**config.mk**
```make
export PLATFORM = sky130hd
export DESIGN_NAME = cu_sequencer_flat
export DESIGN_NICKNAME = d
export VERILOG_FILES = /design/src/rtl/cu_sequencer_if.sv /design/src/rtl/cu_sequencer.sv /design/src/flat_wrapper.sv
export SDC_FILE = /design/constraint.sdc
export NUM_CORES = 1
export LEC_CHECK = 0
export BUFFER_PORTS_ARGS = -buffer_cell sky130_fd_sc_hd__buf_2
export CAP_MARGIN = 20
export CORE_MARGIN = 3
export CORE_UTILIZATION = 50
export DETAILED_ROUTE_END_ITERATION = 8
export GPL_TIMING_DRIVEN = 1
export PLACE_DENSITY = 0.77
export SLEW_MARGIN = 10
export SYNTH_ARGS = -nofsm -noshare
export SYNTH_HDL_FRONTEND = slang
export SYNTH_SLANG_ARGS = --single-unit
```
**constraint.sdc**
```tcl
create_clock -name clock -period 1.75 [get_ports clock]
set_input_delay 0.0875 -clock clock [delete_from_list [all_inputs] [get_ports clock]]
set_output_delay 0.0875 -clock clock [all_outputs]
set_load 0.01 [all_outputs]
```
**src/rtl/cu_sequencer_if.sv**
```systemverilog
// Handshake and strobe bundle between the multicycle sequencer and the
// decoder / datapath / RAM side.
interface cu_sequencer_if;
    logic       run;
    logic       halt_req;
    logic       dec_mem_rd;
    logic       dec_mem_wr;
    logic       dec_reg_wr;
    logic       dec_flag_wr;
    logic [1:0] dec_pc_sel;

    logic       IL;
    logic       EN_ADDR_PC;
    logic       EN_ADDR_ALU;
    logic       RCS;
    logic       RR;
    logic       WRR;
    logic       EN_ALU;
    logic       WR;
    logic       SFL;
    logic       PC_LD;
    logic [1:0] PC_SEL;

    modport master (
        input  run, halt_req, dec_mem_rd, dec_mem_wr, dec_reg_wr, dec_flag_wr, dec_pc_sel,
        output IL, EN_ADDR_PC, EN_ADDR_ALU, RCS, RR, WRR, EN_ALU, WR, SFL, PC_LD, PC_SEL
    );

    modport slave (
        output run, halt_req, dec_mem_rd, dec_mem_wr, dec_reg_wr, dec_flag_wr, dec_pc_sel,
        input  IL, EN_ADDR_PC, EN_ADDR_ALU, RCS, RR, WRR, EN_ALU, WR, SFL, PC_LD, PC_SEL
    );
endinterface

```
**src/rtl/cu_sequencer.sv**
```systemverilog
// Multicycle LEGv8 sequencer: fetch, decode, execute, optional memory, writeback.
// Strobes are Moore outputs of the state register and the control bits latched at DECODE.
module cu_sequencer #(
    parameter int MEM_WAIT = 2,
    parameter int CNT_W    = 16
) (
    input  logic             clock,
    input  logic             reset,
    cu_sequencer_if.master   bus,
    output logic [2:0]       state,
    output logic             halted,
    output logic [CNT_W-1:0] instr_count
);
    // A wait of 0 behaves as 1; the 4-bit wait counter caps it at 15.
    localparam int         MW        = (MEM_WAIT < 1) ? 1 : ((MEM_WAIT > 15) ? 15 : MEM_WAIT);
    localparam logic [3:0] WAIT_LAST = 4'(MW - 1);

    typedef enum logic [2:0] {
        S_IDLE   = 3'd0,
        S_FETCH  = 3'd1,
        S_DECODE = 3'd2,
        S_EXEC   = 3'd3,
        S_MEM    = 3'd4,
        S_WB     = 3'd5,
        S_HALT   = 3'd6,
        S_BAD    = 3'd7
    } state_t;

    state_t           state_q, state_d;
    logic [3:0]       wait_q, wait_d;
    logic             mem_rd_q, mem_rd_d;
    logic             mem_wr_q, mem_wr_d;
    logic             reg_wr_q, reg_wr_d;
    logic             flag_wr_q, flag_wr_d;
    logic [1:0]       pc_sel_q, pc_sel_d;
    logic             halt_q, halt_d;
    logic [CNT_W-1:0] cnt_q, cnt_d;
    logic             wait_last;

    assign wait_last = (wait_q == WAIT_LAST);

    always_ff @(posedge clock or posedge reset) begin
        if (reset) state_q <= S_IDLE;
        else       state_q <= state_d;
    end

    always_comb begin
        state_d = state_q;
        case (state_q)
            S_IDLE:   if (bus.run) state_d = S_FETCH;
            S_FETCH:  if (wait_last) state_d = S_DECODE;
            S_DECODE: state_d = S_EXEC;
            S_EXEC:   state_d = (mem_rd_q || mem_wr_q) ? S_MEM : S_WB;
            S_MEM:    if (wait_last) state_d = S_WB;
            S_WB: begin
                if (halt_q)       state_d = S_HALT;
                else if (!bus.run) state_d = S_IDLE;
                else              state_d = S_FETCH;
            end
            S_HALT:   if (!bus.run) state_d = S_IDLE;
            default:  state_d = S_IDLE;
        endcase
    end

    always_comb begin
        bus.IL          = 1'b0;
        bus.EN_ADDR_PC  = 1'b0;
        bus.EN_ADDR_ALU = 1'b0;
        bus.RCS         = 1'b0;
        bus.RR          = 1'b0;
        bus.WRR         = 1'b0;
        bus.EN_ALU      = 1'b0;
        bus.WR          = 1'b0;
        bus.SFL         = 1'b0;
        bus.PC_LD       = 1'b0;
        bus.PC_SEL      = 2'b00;
        halted          = 1'b0;
        case (state_q)
            S_FETCH: begin
                bus.RCS        = 1'b1;
                bus.RR         = 1'b1;
                bus.EN_ADDR_PC = 1'b1;
                bus.IL         = wait_last;
            end
            S_EXEC: bus.EN_ALU = 1'b1;
            S_MEM: begin
                bus.RCS         = 1'b1;
                bus.EN_ADDR_ALU = 1'b1;
                bus.EN_ALU      = 1'b1;
                bus.WRR         = mem_wr_q;
                bus.RR          = mem_rd_q & ~mem_wr_q;
            end
            S_WB: begin
                bus.WR     = reg_wr_q & ~mem_wr_q;
                bus.SFL    = flag_wr_q;
                bus.PC_SEL = pc_sel_q;
                bus.PC_LD  = 1'b1;
            end
            S_HALT: halted = 1'b1;
            default: ;
        endcase
    end

    // Counter returns to 0 on every exit, so FETCH and MEM always start from 0.
    always_comb begin
        wait_d    = 4'd0;
        mem_rd_d  = mem_rd_q;
        mem_wr_d  = mem_wr_q;
        reg_wr_d  = reg_wr_q;
        flag_wr_d = flag_wr_q;
        pc_sel_d  = pc_sel_q;
        cnt_d     = cnt_q;
        if ((state_q == S_FETCH || state_q == S_MEM) && !wait_last)
            wait_d = wait_q + 4'd1;
        if (state_q == S_DECODE) begin
            mem_rd_d  = bus.dec_mem_rd;
            mem_wr_d  = bus.dec_mem_wr;
            reg_wr_d  = bus.dec_reg_wr;
            flag_wr_d = bus.dec_flag_wr;
            pc_sel_d  = bus.dec_pc_sel;
        end
        if (state_q == S_WB)
            cnt_d = cnt_q + 1'b1;
        halt_d = (state_d == S_HALT && state_q != S_HALT) ? 1'b0 : (halt_q | bus.halt_req);
    end

    always_ff @(posedge clock or posedge reset) begin
        if (reset) begin
            wait_q    <= 4'd0;
            mem_rd_q  <= 1'b0;
            mem_wr_q  <= 1'b0;
            reg_wr_q  <= 1'b0;
            flag_wr_q <= 1'b0;
            pc_sel_q  <= 2'b00;
            halt_q    <= 1'b0;
            cnt_q     <= '0;
        end else begin
            wait_q    <= wait_d;
            mem_rd_q  <= mem_rd_d;
            mem_wr_q  <= mem_wr_d;
            reg_wr_q  <= reg_wr_d;
            flag_wr_q <= flag_wr_d;
            pc_sel_q  <= pc_sel_d;
            halt_q    <= halt_d;
            cnt_q     <= cnt_d;
        end
    end

    assign state       = state_q;
    assign instr_count = cnt_q;
endmodule

```
**src/flat_wrapper.sv**
```systemverilog
// flat-port wrapper written by rule: the top's interface ports become plain ports
module cu_sequencer_flat 
#(
    parameter int MEM_WAIT = 2,
    parameter int CNT_W    = 16
)
  (clock, reset, state, halted, instr_count, bus_run, bus_halt_req, bus_dec_mem_rd, bus_dec_mem_wr, bus_dec_reg_wr, bus_dec_flag_wr, bus_dec_pc_sel, bus_IL, bus_EN_ADDR_PC, bus_EN_ADDR_ALU, bus_RCS, bus_RR, bus_WRR, bus_EN_ALU, bus_WR, bus_SFL, bus_PC_LD, bus_PC_SEL);
  cu_sequencer_if bus_i ();
  input  logic clock;
  input  logic reset;
  output logic [2:0] state;
  output logic halted;
  output logic [CNT_W-1:0] instr_count;
  input wire logic [$bits(bus_i.run)-1:0] bus_run;
  input wire logic [$bits(bus_i.halt_req)-1:0] bus_halt_req;
  input wire logic [$bits(bus_i.dec_mem_rd)-1:0] bus_dec_mem_rd;
  input wire logic [$bits(bus_i.dec_mem_wr)-1:0] bus_dec_mem_wr;
  input wire logic [$bits(bus_i.dec_reg_wr)-1:0] bus_dec_reg_wr;
  input wire logic [$bits(bus_i.dec_flag_wr)-1:0] bus_dec_flag_wr;
  input wire logic [$bits(bus_i.dec_pc_sel)-1:0] bus_dec_pc_sel;
  output wire logic [$bits(bus_i.IL)-1:0] bus_IL;
  output wire logic [$bits(bus_i.EN_ADDR_PC)-1:0] bus_EN_ADDR_PC;
  output wire logic [$bits(bus_i.EN_ADDR_ALU)-1:0] bus_EN_ADDR_ALU;
  output wire logic [$bits(bus_i.RCS)-1:0] bus_RCS;
  output wire logic [$bits(bus_i.RR)-1:0] bus_RR;
  output wire logic [$bits(bus_i.WRR)-1:0] bus_WRR;
  output wire logic [$bits(bus_i.EN_ALU)-1:0] bus_EN_ALU;
  output wire logic [$bits(bus_i.WR)-1:0] bus_WR;
  output wire logic [$bits(bus_i.SFL)-1:0] bus_SFL;
  output wire logic [$bits(bus_i.PC_LD)-1:0] bus_PC_LD;
  output wire logic [$bits(bus_i.PC_SEL)-1:0] bus_PC_SEL;
  assign bus_i.run = bus_run;
  assign bus_i.halt_req = bus_halt_req;
  assign bus_i.dec_mem_rd = bus_dec_mem_rd;
  assign bus_i.dec_mem_wr = bus_dec_mem_wr;
  assign bus_i.dec_reg_wr = bus_dec_reg_wr;
  assign bus_i.dec_flag_wr = bus_dec_flag_wr;
  assign bus_i.dec_pc_sel = bus_dec_pc_sel;
  assign bus_IL = bus_i.IL;
  assign bus_EN_ADDR_PC = bus_i.EN_ADDR_PC;
  assign bus_EN_ADDR_ALU = bus_i.EN_ADDR_ALU;
  assign bus_RCS = bus_i.RCS;
  assign bus_RR = bus_i.RR;
  assign bus_WRR = bus_i.WRR;
  assign bus_EN_ALU = bus_i.EN_ALU;
  assign bus_WR = bus_i.WR;
  assign bus_SFL = bus_i.SFL;
  assign bus_PC_LD = bus_i.PC_LD;
  assign bus_PC_SEL = bus_i.PC_SEL;
  cu_sequencer #(.MEM_WAIT(MEM_WAIT), .CNT_W(CNT_W)) u_core (.clock(clock), .reset(reset), .bus(bus_i), .state(state), .halted(halted), .instr_count(instr_count));
endmodule
```
==> metrics.txt <==
status complete, no violations; Critical Path AT 1570 ps; Reg power frac 41.0%; CP Launch Type flip-flop; slew margin rel. 74.5%; Min-Delay Path Class in -> reg; height of the die 59.8 µm; antenna viol nets, final 0; Pre-antenna DRT Iters 4; #FFs+latches synth 30; Power Density 1390 nW/µm²; met3 usage 7.78%; Final Util 71.3%; number of max-cap violations 0; Root Driver clkbuf_4; GRT met2 Usage 35.0%; Post-CTS Setup Inserts 0; NetSw 0.000998 W; layout cell share with drive strength beyond 1 31.3%; GRT overflow 0; WHS 82.6 ps; clock sinks 30; crit path kind reg -> out; initial core utilization 55.5%; drt drc 0; P_leak 0.964 nW; final setup fails 0; Netlist cell types 32; global-route wire length before repair 5150 µm; Clock transition at path regs 90 ps; initial antenna violation count 0; ANT cells 0; area share of fa/ha/maj cells after synthesis 2.59%; Final Skew 6.09 ps; Area growth syn-to-layout 28.5%; main combinational cell family by area after synthesis simple AND/OR/NAND/NOR gates; Final Hold Fails 0; Layout Nets 204; vias in the first global route 1,197; minimum clock period 1660 ps; post-synthesis simple-gate area fraction 20.6%; Cells after Synth 136; final worst-path cycle share 94.7%; number of cells after detailed placement 206; Synth Area in XOR/XNOR 10.9%; HPWL after DPL 2150 µm; final cell count without fillers 222; CP max stage delay 420 ps; CTS buffer count 5; setup TNS 0 ps; CTS HTree Levels 2; Syn Std Cell Area 1450 µm²; number of synthesized flops with an enable pin 0; Critical Path RT 1660 ps; synth warn 0; row count 18; power share of the clock group 16.6%; CP Capture Type output pin; grt peak-use layer met2; ys flop type dfrtp_1; pre-CTS setup slack 262 ps; PortBufs 41; M1 GR Usage 20.8%; routed wire length 3140 µm; Avg WL per Cell 14.2 µm; Int Pwr 0.00159 W; Die Area 3580 µm²; largest net degree at the start of global routing 31; mean number of vias per cell 5.32; syn_nets 149; gpl congestion 0.796; Avg Synthesized Cell Area 10.7 µm²; Final WS setup 92.4 ps; Max Clock Freq 603 MHz; chip width 59.8 µm; GRT Util Overall 19.8%; crit-path max FO 5; core area 2610 µm²; async set or reset register ratio after synthesis 100%; Switching Share 38.6%; complex-gate fraction of the synthesized area 4.49%; vias 1,180; final max-slew violation count 0; worst vdd ir 1.06 mV; mux share of post-synthesis cell area 5.44%; # IOs 42; CP max-delay cell or3b_4; worst slew pin tran 383 ps; critical-path cell list inv_1 > ha_1 > or3b_4 > nor2_2 > buf_2; Iter 0 DRT Violations 22; CTS tree built; Combinational Power Share 42.4%; worst skew pair latency 320 ps; Clock Tree Buf Depth 2; post-synthesis sequential area ratio 51.8%
==> final timing paths <==
path                                        startpoint                     end  slack, ps  depth (start not counted)
worst max-delay path                  u_core.wait_q[1]                  bus_IL         90                          5
worst min-delay path                           bus_run         u_core.state[0]         80                          3
worst max register to register        u_core.wait_q[1]         u_core.state[0]        260                          6
worst min register to register  u_core.instr_count[15]  u_core.instr_count[15]        480                          1
max in group asynchronous                        reset   u_core.instr_count[8]       1090                          4
min in group asynchronous                        reset  u_core.instr_count[11]        370                          4
==> kinds of logic (layout without fill, tap and decap cells) <==
family	Yosys count	count (layout)
muxes	7	7
adders and majority gates	3	3
DFF	30	30
xor gates and xnor gates	18	18
AOI/OAI and AO/OA	10	10
buffers and inverters	14	70
and+or+nand+nor	54	54
==> cells in the mapped netlist, drive strengths merged, types with 4 or more instances <==
cell type  instances  area, µm²
xor2               4       35.0
dfrtp             30        751
and2               4       25.0
nor2              11       41.3
nand2             11       41.3
nor2b              4       27.5
buf                5       27.5
inv                6       22.5
mux2               7       78.8
nand4              4       25.0
nand3              5       25.0
xnor2             14        123
==> critical path, delay by kind of cell (launching register included) <==
family	cells	cell delay, ps
adders and majority gates	1	130
and+or+nand+nor	2	510
DFF	1	410
buffers and inverters	2	190
==> layout by cell type, fill, tap and decap left out, types with 2 or more instances in the layout <==
cell           netlist  routed
nor3_1               3       2
xor2_1               4       4
buf_2                4      41
buf_4                1       6
inv_1                6       6
nand2_1             11      11
nand3b_1             3       3
and3b_1              2       2
a21oi_1              2       2
and4_1               2       2
dlygate4sd3_1        0       8
clkbuf_4             0       5
and2_1               4       4
ha_1                 3       3
nor2b_1              3       3
nand3_1              5       5
nand4_1              4       4
o22ai_1              2       2
dfrtp_1             30      30
xnor2_1             14      14
o21ai_0              2       2
and3_1               2       2
mux2_1               7       7
nor2_1              11      10
==> power by group through the flow <==
stage / registers, W / logic [W] / clock network, W
after floorplan: 0.00108 / 0.000639 / 0
after global placement: 0.00106 / 0.000990 / 0
after detailed placement: 0.00107 / 0.00103 / 0
after CTS: 0.00106 / 0.00106 / 0.000437
after global routing: 0.00110 / 0.00121 / 0.000472
final: 0.00106 / 0.00110 / 0.000429
==> per-layer routing <==
metal | up-vias | routed length, µm | part of all wire (%)
met5 | - | 0 | 0
met4 | 0 | 23 | 0.73
met3 | 2 | 244 | 7.8
met2 | 47 | 1610 | 51
met1 | 565 | 1270 | 40
li1 | 566 | - | -
==> repair_timing <==
item	in CTS	in global routing
gates resized for setup	1	4
endpoints found under the setup margin	2	3
pin swaps	0	0
endpoints found under the hold margin	37	0
hold buffers	8	0
==> flip-flops by register name, indices dropped and copies added (netlist names) <==
signal / cells
u_core.flag_wr_q: 1
u_core.halt_q: 1
u_core.instr_count: 16
u_core.mem_rd_q: 1
u_core.mem_wr_q: 1
u_core.pc_sel_q: 2
u_core.reg_wr_q: 1
u_core.state: 3
u_core.wait_q: 4
==> metrics by stage <==
step	instance area [µm²]	total power (W)
2_1_floorplan	1450	0.00172
3_5_place_dp	1700	0.00211
3_3_place_gp	1700	0.00205
4_1_cts	1850	0.00255
5_1_grt	1860	0.00278
6_report	1860	0.00258
==> final cells by class <==
cell class	instances	area, µm²
Clock buffer	7	55.1
Clock inverter	1	5.00
Fill cell	198	751
Inverter	7	30.0
Multi-Input combinational cell	92	653
Sequential cell	30	751
Tap cell	30	37.5
Timing Repair Buffer	55	330
Note: power is estimated with default switching activity, not from simulation.
